--- src/rtl/fir_input_sequencer.sv ---
// Drives the 4-tap FIR stage's shared input bus: reset pulse, mode word,
// coefficients (highest tap first), then FIFO-buffered samples.
module fir_input_sequencer #(
    parameter int N_TAPS     = 4,
    parameter int BW_IN      = 6,
    parameter int FIFO_DEPTH = 4
) (
    input  logic                      clk,
    input  logic                      reset,
    input  logic                      start,
    input  logic                      stop,
    input  logic                      lsb_mode,
    input  logic                      coef_we,
    input  logic [$clog2(N_TAPS)-1:0] coef_idx,
    input  logic [BW_IN-1:0]          coef_data,
    input  logic                      s_valid,
    output logic                      s_ready,
    input  logic [BW_IN-1:0]          s_data,
    output logic                      fir_reset,
    output logic [BW_IN-1:0]          fir_x,
    output logic                      busy,
    output logic                      out_valid,
    output logic                      out_lsb,
    output logic [7:0]                underrun_cnt
);

    localparam int IW = $clog2(N_TAPS);
    localparam int AW = $clog2(FIFO_DEPTH);
    localparam logic [AW:0]   PTR_ONE = (AW+1)'(1);
    localparam logic [IW-1:0] TAP_ONE = IW'(1);
    localparam logic [IW-1:0] TAP_TOP = IW'(N_TAPS - 1);

    localparam logic [2:0] S_IDLE   = 3'd0;
    localparam logic [2:0] S_RST    = 3'd1;
    localparam logic [2:0] S_MODE   = 3'd2;
    localparam logic [2:0] S_COEF   = 3'd3;
    localparam logic [2:0] S_STREAM = 3'd4;

    logic [2:0]       state, state_nx;
    logic             mode;
    logic             shift_cyc;
    logic             stop_pend;
    logic [IW-1:0]    tap_cnt, tap_nx;
    logic [BW_IN-1:0] coef_file [N_TAPS];
    logic [BW_IN-1:0] fifo_mem  [FIFO_DEPTH];
    logic [AW:0]      wr_ptr, rd_ptr;

    logic fifo_empty, fifo_full, push, pop;
    logic enter_read, enter_shift, stop_req;

    assign fifo_empty = (wr_ptr == rd_ptr);
    assign fifo_full  = (wr_ptr[AW] != rd_ptr[AW]) && (wr_ptr[AW-1:0] == rd_ptr[AW-1:0]);
    assign s_ready    = !fifo_full;
    assign push       = s_valid && !fifo_full;
    assign pop        = enter_read && !fifo_empty;
    assign stop_req   = stop || stop_pend;

    always_comb begin
        state_nx    = state;
        tap_nx      = tap_cnt;
        enter_read  = 1'b0;
        enter_shift = 1'b0;
        case (state)
            S_IDLE: if (start) state_nx = S_RST;
            S_RST:  state_nx = S_MODE;
            S_MODE: begin
                state_nx = S_COEF;
                tap_nx   = TAP_TOP;
            end
            S_COEF: begin
                if (tap_cnt == '0) begin
                    state_nx   = S_STREAM;
                    enter_read = 1'b1;
                end else begin
                    tap_nx = tap_cnt - TAP_ONE;
                end
            end
            S_STREAM: begin
                // In LSB mode a stop seen on a read cycle waits for the paired shift cycle
                if (stop_req && (!mode || shift_cyc)) begin
                    state_nx = S_IDLE;
                end else if (mode && !shift_cyc) begin
                    enter_shift = 1'b1;
                end else begin
                    enter_read = 1'b1;
                end
            end
            default: state_nx = S_IDLE;
        endcase
    end

    always_ff @(posedge clk) begin
        if (reset) begin
            state        <= S_IDLE;
            mode         <= 1'b0;
            shift_cyc    <= 1'b0;
            stop_pend    <= 1'b0;
            tap_cnt      <= '0;
            coef_file    <= '{default: '0};
            wr_ptr       <= '0;
            rd_ptr       <= '0;
            fir_reset    <= 1'b1;
            fir_x        <= '0;
            busy         <= 1'b0;
            out_valid    <= 1'b0;
            out_lsb      <= 1'b0;
            underrun_cnt <= '0;
        end else begin
            state     <= state_nx;
            tap_cnt   <= tap_nx;
            shift_cyc <= enter_shift;
            stop_pend <= (state != S_IDLE) && (state_nx != S_IDLE) && stop_req;
            busy      <= (state_nx != S_IDLE);
            fir_reset <= (state_nx == S_RST);
            out_valid <= (state == S_STREAM) && !shift_cyc;
            out_lsb   <= (state == S_STREAM) && shift_cyc;

            if (state == S_IDLE && coef_we) coef_file[coef_idx] <= coef_data;
            if (state == S_IDLE && start)   mode <= lsb_mode;

            fir_x <= '0;
            if (state_nx == S_MODE) fir_x <= BW_IN'(mode);
            if (state_nx == S_COEF) fir_x <= coef_file[tap_nx];
            if (pop)                fir_x <= fifo_mem[rd_ptr[AW-1:0]];

            if (enter_read && fifo_empty && underrun_cnt != 8'hFF)
                underrun_cnt <= underrun_cnt + 8'd1;

            if (push) wr_ptr <= wr_ptr + PTR_ONE;
            if (pop)  rd_ptr <= rd_ptr + PTR_ONE;
        end
    end

    always_ff @(posedge clk) begin
        if (push) fifo_mem[wr_ptr[AW-1:0]] <= s_data;
    end

endmodule

--- config.mk ---
export PLATFORM = sky130hd
export DESIGN_NAME = fir_input_sequencer
export DESIGN_NICKNAME = d
export VERILOG_FILES = /design/src/rtl/fir_input_sequencer.sv
export SDC_FILE = /design/constraint.sdc
export NUM_CORES = 1
export LEC_CHECK = 0
export BUFFER_PORTS_ARGS = -buffer_cell sky130_fd_sc_hd__buf_2
export CORE_MARGIN = 4
export CORE_UTILIZATION = 50
export DETAILED_ROUTE_END_ITERATION = 10
export PLACE_DENSITY = 0.7
export SLEW_MARGIN = 20
export SYNTH_ARGS = -nofsm -noshare
export SYNTH_HDL_FRONTEND = slang
export SYNTH_SLANG_ARGS = --single-unit
--- constraint.sdc ---
create_clock -name clk -period 2.05 [get_ports clk]
set_input_delay 0.3075 -clock clk [delete_from_list [all_inputs] [get_ports clk]]
set_output_delay 0.3075 -clock clk [all_outputs]
set_load 0.01 [all_outputs]
== Word level (Yosys, flattened, before mapping) ==
Memory sizes are Yosys's and may differ from the RTL's. A register that Yosys moved wholly into a read port is not among the register bits.
Cells that the tools add are included.

* Output and inout bits: 19
* Word-level logic and storage cells: 88
* Memories: 1
* Input bits: 21
* Bits in read-only memories: 0
* Latch bits: 0
* Memory bits (writable): 24
* Flip-flop bits (word level): 56

* $add $sub $neg: 4
* Multiply operators: 0
* Reduce and logical (&&, ||, !) cells: 25
* Shift-type cells: 0
* Mux-type cells: 24
* Bitwise operators: 3
* $lt $le $gt $ge: 3
* Divide/modulo/power cells: 0
* Equality and inequality tests: 11

{| class="wikitable"
|+ Memory list
! memory !! depth !! bits a word !! rd ports !! clocked after memory_dff !! wr ports !! line !! text
|-
| fifo_mem || 4 || 6 || 1 || 1 || 1 || 45 || <nowiki>logic [BW_IN-1:0] fifo_mem [FIFO_DEPTH];</nowiki>
|}

{| class="wikitable"
|+ Operators with widths
! operator !! number
|-
| $mux 6 || 5
|-
| $bwmux 24 || 1
|-
| $pmux 3 s5 || 1
|-
| $logic_and 1x1->1 || 14
|-
| $bmux 6 s2 || 1
|-
| $demux 6 s2 || 1
|-
| $eq 3x2->1 const B || 4
|-
| $mux 3 || 3
|-
| $add 8x1->8 const B || 1
|-
| $ne 8x8->1 const B || 1
|-
| $mux 1 || 7
|-
| $add 3x1->3 const B || 2
|-
| $eq 3x1->1 const B || 2
|-
| $ge 3x3->1 const B || 2
|-
| $mux 2 || 3
|-
| $not 2->3 || 2
|-
| $reduce_bool 3->1 || 2
|-
| $logic_not 1->1 || 4
|-
| $pmux 2 s2 || 1
|-
| $eq 3x3->1 || 1
|-
| $eq 3x3->1 const B || 1
|-
| $logic_not 3->1 || 1
|-
| $lt 3x1->1 const B || 1
|-
| $reduce_or 3->1 || 1
|-
| 7 further kinds || 8
|}

== Logic depth before layout (Yosys ltp) ==
Gate-level depths: netlist (run 1).

* Depth after elaboration: 9
* Gate-level depth with buffers: 6
* Mapped depth without buffers: 5

== Worst setup path after synthesis (run 1) ==
OpenSTA, ideal clock, no wires.

* Kind: register -> register
* From: register underrun_cnt[0]
* To: register underrun_cnt[0]
* Setup time: 123 ps
* Slack: 340 ps
* Stages on the path, launching flop included: 6
* Buffers on the path: 0
* Clock period less this slack: 1710 ps
* Required time: 1927 ps
* Arrival time: 1587 ps
* Cell sequence: dfxtp_1 ha_1 nand3_1 nor2_1 nor3_2 mux2_1

* Cells in the longest elaborated chain, start to end: 2
* Elaborated cells between the ends (all ways): 3
* Those cells by class: add/sub (1); eq/ne (1); reduce/logical (1)

{| class="wikitable"
|+ RTL lines
! element !! line !! text
|-
| start: declaration || 24 || <nowiki>output logic [7:0] underrun_cnt</nowiki>
|-
| start signal: assignment || 127 || <nowiki>underrun_cnt <= underrun_cnt + 8'd1;</nowiki>
|-
| branches (longest 2 deep; another with $add 8x1->8) || - ||
|}

Parallel ways; which one is timed is not known.
A chain may end at the register's enable or synchronous reset.

== Final worst setup path (run 1) ==
* From: register state[0]
* To: register underrun_cnt[3]

* Cells in the longest elaborated chain, start to end: 4
* Elaborated cells between the ends (all ways): 5
* Those cells by class: eq/ne (2); mux (1); reduce/logical (2)

{| class="wikitable"
|+ RTL lines
! element !! line !! text
|-
| start: declaration || 39 || <nowiki>logic [2:0] state, state_nx;</nowiki>
|-
| start signal: assignment || 109 || <nowiki>state <= state_nx;</nowiki>
|-
| $eq 3x3->1 or $eq 3x2->1 (tied branches) || 63 || <nowiki>case (state)</nowiki>
|-
| $pmux 1 s2 (*) || 63 ||
|-
| $logic_and 1x1->1 (*) (2 in series) || 126 || <nowiki>if (enter_read && fifo_empty && underrun_cnt != 8'hFF)</nowiki>
|}

Mark *: on every way between the ends. The rest lies on a longest branch, timed or not.

==> impl_metrics.yaml, run 1 <==
status:
  outcome: "completed"
critical_path:
  path_class: "reg2reg"
  cp-end-kind: "flip-flop"
  critical_path_arrival_ps: 2050
  start_kind: "flip-flop"
  r2r-start: "state[0]$_SDFF_PP0_"
  startpoint: "state[0]$_SDFF_PP0_"
  critical_path_required_ps: 2280
  worstPathMaxFanout: 11
min_path:
  hp-class: "in2reg"
  hold_path.startpoint: "s_data[0]"
die:
  start_util_pct: 52.67
  ioPinCount: 40
  dieArea_um2: 8747
  die_y_um: 93.53
  coreArea_um2: 6944
  rows: 30
  die_w_um: 93.53
global_route:
  grt_pass1_vias: 2539
  track_usage_pct: 18.02
  gr-total-overflow: 0
  grt_pass1_wl_mm: 12.14
  grt_max_degree: 38
  antenna_found_initial: 0
placed_design:
  dp_cells: 459
  gp_congestion: 0.7746
  dp_hpwl_mm: 5.126
  placed_area_um2: 4016
  port_buffers: 39
  place_ws_ps: 248.5
synthesis:
  yosysMostFrequentCell: "dfxtp_1"
  syn_inst: 327
  synth_cell_types: 54
  synth_edf_count: 24
  synthArstFlopShare_pct: 0
  synth_area_leaders: "dfxtp_1 32%, edfxtp_1 20%, mux2i_1 10%"
  synth-seq-cells: 82
  synth_area_um2: 3657
  synth_top_area_share_pct: 31.75
  synth_common_cells: "58 x dfxtp_1, 45 x nor2_1, 37 x mux2i_1, 24 x edfxtp_1, 14 x inv_1"
  syn_nets: 354
  yosysSeqAreaShare_pct: 51.45
  avgSynthCellArea_um2: 11.18
  yosysWarnings: 0
  synth_top_cell_by_area: "dfxtp_1"
  ys.flop_type: "dfxtp_1"
timing:
  final.setup.tns_ps: 0
  rsz0062_at_grt: "false"
  maxSlewViolCount: 0
  holdWs_ps: 178.3
  setup_viol: 0
  fmax_mhz: 550.2
  fin_crit_sh_pct: 88.66
  worst-slew-pin-transition_ps: 728.6
  worst_slack_ps: 232.6
  hold_viol: 0
  relSlewSlack_pct: 51.25
  finClkSkew_ps: 6.488
  finalCriticalPeriod_ps: 1817
drt:
  drtPass1Iterations: 4
  avgRoutedWirePerCell_um: 15.31
  routed_wl_mm: 7.274
  vias: 2599
  vias_per_cell: 5.472
  ant_nets: 0
  drc: 0
  drt_iter0_markers: 141
finish:
  nets: 401
  diodes: 0
  layout-drive-gt1-share_pct: 22.96
  nFillCells: 588
  final_util_pct: 60.85
  final_cells: 475
  areaGrowthSynthToFinish_pct: 15.53
  finish.instance_area_um2: 4225
clocking:
  root_buffer: "clkbuf_8"
  clock_path_buffers: 2
  post_cts_buffers: 0
  path_clk_slew_ps: 80
  cts.hold.buffers_added: 0
  cts_made_buffers: 9
  clock_latency_ps: 340
  cts_resized: 0
  h-tree-depth: 3
  cts.sinks: 82
  cts_tree: "done"
pwr:
  leakagePower_nw: 1.726
  p_total_mw: 3.412
  power.density_nw_per_um2: 807.6
  irDropWorstVdd_uv: 540.3
job:
  drv_cap: 0
==> final timing paths <==
| path | slack (ps) | cells past startpoint | end |
|---|---|---|---|
| worst max-delay path | 230 | 5 | underrun_cnt[3]$_SDFFE_PP0P_ |
| worst min-delay path | 180 | 1 | fifo_mem[3][0]$_DFFE_PP_ |
| worst max register to register | 230 | 5 | underrun_cnt[3]$_SDFFE_PP0P_ |
| worst min register to register | 470 | 1 | out_valid$_SDFF_PP0_ |
==> placed cells by master (no fill, tap or decap), types with 7 or more instances in the layout <==
cell type,n
nand2b_1,7
nor2_1,45
buf_2,39
edfxtp_1,24
mux2i_1,37
buf_4,13
mux2_1,8
nor3_1,12
nor2b_1,9
inv_1,14
nand4b_1,7
nand3_1,9
dfxtp_1,58
a21oi_1,8
clkbuf_8,9
==> state kept, by name, summed over array words and instances, names as in the netlist, named ones only <==
name	count
coef_file	24
fifo_mem	24
underrun_cnt	8
fir_x	6
rd_ptr	3
state	3
wr_ptr	3
tap_cnt	2
busy	1
fir_reset	1
mode	1
out_lsb	1
out_valid	1
shift_cyc	1
stop_pend	1
==> routing by layer <==
layer	part of all wire (%)	wire length, µm	track usage, %	vias to the layer above
met5	0	0	0	-
met4	1.0	74	5.861	0
met3	4.9	353	5.712	9
met2	48	3513	28.89	55
met1	46	3331	23.07	1263
li1	-	-	-	1272
==> critical path, stage by stage, from the launching register on <==
cell and delay (ps):
dfxtp_1 490, nor3b_2 320, a32oi_1 90, buf_4 200, nor4_2 270, mux2_1 340
==> cells by family after synthesis <==
logic type | count (synthesis) | synth area share, %
AND/OR/NAND/NOR | 122 | 19.50
multiplexers | 51 | 16.28
AO/OA/AOI/OAI | 29 | 5.543
XOR/XNOR | 5 | 1.608
buffers and inverters | 32 | 3.558
flip-flops | 82 | 51.45
adder cells (fa/ha/maj) | 6 | 2.053
==> power by group <==
part           switching, mW  internal (mW)  total, mW
clock                  0.546          0.677       1.22
sequential            0.0528           1.73       1.79
combinational          0.225          0.178      0.403
total                  0.824           2.59       3.41
==> final cells by class <==
cell class | count | area, µm² | area share, %
sequential | 82 | 1882 | 44.54
multi-input combinational | 213 | 1645 | 38.94
timing repair buffer | 53 | 312.8 | 7.403
clock buffer | 10 | 127.6 | 3.020
tap | 96 | 120.1 | 2.843
clock inverter | 6 | 81.33 | 1.925
inverter | 15 | 56.30 | 1.333
No activity file was read; power rests on OpenSTA's default activity.
==> run 2: changes to the inputs <==
- PLACE_DENSITY: 0.7 -> 0.72
- SKIP_LAST_GASP: not set -> 1
- clock period: 2.05 -> 1.6 ns (I/O delays scaled with it)
==> run 2 against run 1 <==
Effect of this change:
- clock-buffer cell count did not move
- highest routed layer unchanged
- utilization up 7.7 points
- via count increased by 4.3%
- non-clock buffer count is 42 higher
- critical path depth stayed put
- the flow now finishes with violations (negative setup slack)
- clock power grew 11%
- critical endpoint is now underrun_cnt[6]$_SDFFE_PP0P_
- setup slack got worse by 270 ps
- die area unchanged
==> impl_metrics.yaml, run 2 (synthesis results as in run 1) <==
critical_path:
  start_kind: "flip-flop"
  critical_path_required_ps: 1850
  path_class: "reg2reg"
  critical_path_arrival_ps: 1890
  worst-path-buf-inv: 1
  path_delay_family: "simple AND/OR/NAND/NOR gates"
  cpMaxStageDelayCell: "dfxtp_4"
  ff2ff_setup_slack_ps: -40
  cp-end-kind: "flip-flop"
  crit_chain: "nor3b_4 > a32oi_2 > buf_6 > nor4_2 > mux2_1"
  worstPathMaxFanout: 7
  crit_path_max_incr_delay_ps: 380
timing:
  rsz0062_at_grt: "true"
  finClkSkew_ps: 13.92
  hold_viol: 0
  fmax_mhz: 611.2
  holdWs_ps: 96.99
  setup_viol: 4
  finalCriticalPeriod_ps: 1636
  relSlewSlack_pct: 74.02
  worst-slew-pin-transition_ps: 388.7
  maxSlewViolCount: 0
  fin_crit_sh_pct: 102.3
  final.setup.tns_ps: -77.62
  worst_slack_ps: -36.19
finish:
  diodes: 0
  areaGrowthSynthToFinish_pct: 30.11
  final_common_cell: "dfxtp_1"
  final_cell_mix: "49 x dfxtp_1, 44 x nor2_1, 40 x buf_2"
  nets: 443
  layout-drive-gt1-share_pct: 37.29
die:
  start_util_pct: 52.67
  die_y_um: 93.53
  rows: 30
  die_w_um: 93.53
  ioPinCount: 40
  dieArea_um2: 8747
  coreArea_um2: 6944
job:
  drv_cap: 0
status:
  outcome: "finished with violations"
  violations: "negative setup slack"
drt:
  avgRoutedWirePerCell_um: 15.08
  routed_wl_mm: 7.794
  ant_nets: 0
  drtPass1Iterations: 4
  vias_per_cell: 5.244
  drc: 0
  vias: 2711
  drt_iter0_markers: 62
global_route:
  grt_pass1_vias: 2692
  gr-total-overflow: 0
  antenna_found_initial: 0
  grt_pass1_wl_mm: 12.55
  track_usage_pct: 18.59
  grt_max_degree: 25
pwr:
  internal_power_mw: 3.147
  p_clk_share_pct: 31.2
  p_sw_share_pct: 27.23
  irDropWorstVdd_uv: 593.7
  p_comb_share_pct: 16.3
  p_switching_mw: 1.177
  p_seq_share_pct: 52.5
  leakagePower_nw: 1.957
  power.density_nw_per_um2: 908.8
placed_design:
  gp_congestion: 0.8056
  port_buffers: 39
  dp_hpwl_mm: 5.467
clocking:
  h-tree-depth: 3
  cts.sinks: 82
  cts.hold.buffers_added: 0
  clock_latency_ps: 360
  root_buffer: "clkbuf_8"
  cts_tree: "done"
  cts_made_buffers: 9
  clock_path_buffers: 2
  path_clk_slew_ps: 80
min_path:
  hp-class: "in2reg"
[run 2: changes by cell type in the layout (fill, tap and decap cells not counted), sizes merged]
cell / change
inv: +3
bufinv: -2
clkinv: -1
buf: +42
[run 2: final timing paths]
kind                                      startpoint                           end  depth (start not counted)
worst max-delay path             state[2]$_SDFF_PP0_  underrun_cnt[6]$_SDFFE_PP0P_                          5
worst min-delay path                       s_data[3]      fifo_mem[2][3]$_DFFE_PP_                          1
worst max register to register   state[2]$_SDFF_PP0_  underrun_cnt[6]$_SDFFE_PP0P_                          5
worst min register to register  shift_cyc$_SDFF_PP0_          out_valid$_SDFF_PP0_                          1
[run 2: layout make-up]
cell class / instances / area [µm²]
Inverter: 15 / 56.30
Clock buffer: 10 / 127.6
Tap cell: 96 / 120.1
Clock inverter: 6 / 46.29
Sequential cell: 82 / 1908
Timing Repair Buffer: 95 / 685.7
Fill cell: 521 / 2186
Multi-Input combinational cell: 213 / 1814
[run 2: what timing repair did]
item | in CTS | in global routing
buffers inserted | 2 | 3
resized for setup | 17 | 42
cloned | 1 | 0
pin swaps | 6 | 16
hold endpoints to repair | 0 | 0
setup endpoints to repair | 10 | 46
[run 2: metal layers]
metal	vias up	share of wire, %	GRT usage [%]
met3	11	3.4	4.264
met5	-	0	0
met4	0	1.4	7.082
met1	1304	44	22.58
met2	40	51	31.92
li1	1356	-	-
[run 2: stage by stage]
stage	setup slack (ps)	cell area [µm²]	util, %	std cells	power, mW
4_1_cts	-37.03	4563	65.71	514	4.293
3_5_place_dp	-93.99	4292	61.80	495	2.928
3_3_place_gp	-4.155	4292	61.80	495	2.910
2_1_floorplan	10.82	3685	-	327	2.686
5_1_grt	-92.62	4758	68.52	517	4.530
6_report	-36.19	4758	68.52	517	4.324
[run 2: power groups by stage]
stage | clock, mW | sequential [mW] | combinational (mW)
floorplan | 0 | 2.32 | 0.371
global placement | 0 | 2.31 | 0.603
detailed placement | 0 | 2.31 | 0.615
CTS | 1.38 | 2.27 | 0.641
global route | 1.49 | 2.28 | 0.765
finish | 1.35 | 2.27 | 0.705
==> run 3: changes to the inputs <==
- CORE_ASPECT_RATIO: not set -> 1.5
- SLEW_MARGIN: 20 -> 10
==> run 3 against run 2 <==
Effect of this change:
- the run still ends with negative setup slack left
- critical path type unchanged
- non-clock buffer count shrank 9
- setup slack gained 8.1 ps
- utilization shrank 1.5 points
- critical path depth grew 1
- clock skew shrank 7.4 ps
- sequential share of layout area grew 0.44 points
- register-to-register slack is essentially flat
==> impl_metrics.yaml, run 3 (synthesis results as in run 1) <==
clocking:
  h-tree-depth: 3
  root_buffer: "clkbuf_8"
  path_clk_slew_ps: 80
  cts_tree: "done"
  cts_made_buffers: 9
  clock_path_buffers: 2
  cts.sinks: 82
  clock_latency_ps: 350
job:
  drv_cap: 0
placed_design:
  port_buffers: 39
  dp_hpwl_mm: 5.238
  place_ws_ps: -80.95
  placed_area_um2: 4283
  gp_congestion: 0.8153
timing:
  fmax_mhz: 614.2
  finClkSkew_ps: 6.490
  setup_viol: 5
  hold_viol: 0
  maxSlewViolCount: 0
  relSlewSlack_pct: 75.10
  fin_crit_sh_pct: 101.8
  rsz0062_at_grt: "true"
  worst-slew-pin-transition_ps: 372.5
  finalCriticalPeriod_ps: 1628
  holdWs_ps: 93.94
  worst_slack_ps: -28.05
finish:
  finish.instance_area_um2: 4688
  layout-drive-gt1-share_pct: 35.19
  nFillCells: 525
  final_common_cell: "dfxtp_1"
  final_cell_mix: "47 x dfxtp_1, 44 x nor2_1, 40 x buf_2"
  diodes: 0
  final_util_pct: 67.07
  nets: 434
  areaGrowthSynthToFinish_pct: 28.19
drt:
  avgRoutedWirePerCell_um: 14.67
  routed_wl_mm: 7.467
  vias_per_cell: 5.277
  drtPass1Iterations: 4
  drc: 0
  vias: 2686
  drt_iter0_markers: 157
  ant_nets: 0
status:
  outcome: "finished with violations"
  violations: "negative setup slack"
critical_path:
  cp-end-kind: "flip-flop"
  critical_path_arrival_ps: 1920
  worstPathMaxFanout: 5
  start_kind: "flip-flop"
  critical_path_required_ps: 1890
  path_class: "reg2reg"
pwr:
  irDropWorstVdd_uv: 595.1
  leakagePower_nw: 1.918
  p_switching_mw: 1.122
  p_comb_share_pct: 15.4
  power.density_nw_per_um2: 938.1
  p_clk_share_pct: 32.9
  internal_power_mw: 3.276
  p_seq_share_pct: 51.7
  p_sw_share_pct: 25.51
die:
  rows: 37
  start_util_pct: 52.32
  ioPinCount: 40
  coreArea_um2: 6990
  die_y_um: 112.7
  dieArea_um2: 8775
  die_w_um: 77.83
global_route:
  track_usage_pct: 17.91
  grt_max_degree: 34
  grt_pass1_wl_mm: 12.38
  grt_pass1_vias: 2732
  antenna_found_initial: 0
  gr-total-overflow: 0
min_path:
  hp-class: "in2reg"
-- run 3: cell count changes in the layout (fill, tap and decap cells not counted), sizes merged --
| cell | delta |
|---|---|
| bufinv | +1 |
| clkinvlp | -2 |
| buf | -9 |
| clkinv | +3 |
| clkbuf | +1 |
| inv | -3 |
-- run 3: critical path, stage by stage (launching register included) --
cell and delay, ps:
dfxtp_4 370, nor3b_4 210, a32oi_2 150, buf_2 170, buf_4 140, or3_1 360, a21oi_1 160
-- run 3: timing repair --
item,in CTS,in global routing
cloned,0,1
pin swaps,2,14
hold buffers,0,0
resized for setup,6,35
hold endpoints to repair,0,0
setup buffers,1,3
setup endpoints to repair,23,59
-- run 3: power groups by stage --
stage / Sequential [mW] / Combinational [mW] / Clock, mW
final: 2.27 / 0.679 / 1.45
after global routing: 2.28 / 0.739 / 1.58
after CTS: 2.27 / 0.635 / 1.49
after detailed placement: 2.31 / 0.619 / 0
after global placement: 2.31 / 0.608 / 0
after floorplan: 2.32 / 0.371 / 0
-- run 3: worst paths after layout --
check / cells past startpoint / endpoint / from / slack, ps
hold reg to reg: 1 / out_valid$_SDFF_PP0_ / shift_cyc$_SDFF_PP0_ / 460
setup / recovery: 6 / flip-flop / state[2]$_SDFF_PP0_ / -30
setup reg to reg: 6 / flip-flop / state[2]$_SDFF_PP0_ / -30
hold / removal: 1 / fifo_mem[1][3]$_DFFE_PP_ / s_data[3] / 90
-- run 3: cell type report --
cell class | instances | area, µm² | share of cell area, %
Inverter | 15 | 56.30 | 1.201
Clock inverter | 5 | 56.30 | 1.201
Clock buffer | 11 | 131.4 | 2.802
Sequential cell | 82 | 1901 | 40.54
Tap cell | 97 | 121.4 | 2.589
Timing Repair Buffer | 86 | 623.1 | 13.29
Multi-Input combinational cell | 213 | 1799 | 38.38
-- run 3: per-layer routing --
metal | global-route usage [%] | share of wire (%) | wire length [µm] | vias up
li1 | - | - | - | 1340
met1 | 20.76 | 43 | 3199 | 1290
met2 | 30.38 | 51 | 3833 | 37
met3 | 3.185 | 2.4 | 179 | 19
met4 | 11.05 | 3.4 | 254 | 0
met5 | 0 | 0 | 0 | -
-- run 3: through the flow --
stage / cells / TNS [ps] / total power [mW]
final: 509 / -65.63 / 4.398
after global routing: 509 / -828.5 / 4.606
after CTS: 505 / -86.21 / 4.391
after detailed placement: 488 / -658.3 / 2.932
after global placement: 488 / -178.5 / 2.918
after floorplan: 327 / 0 / 2.686
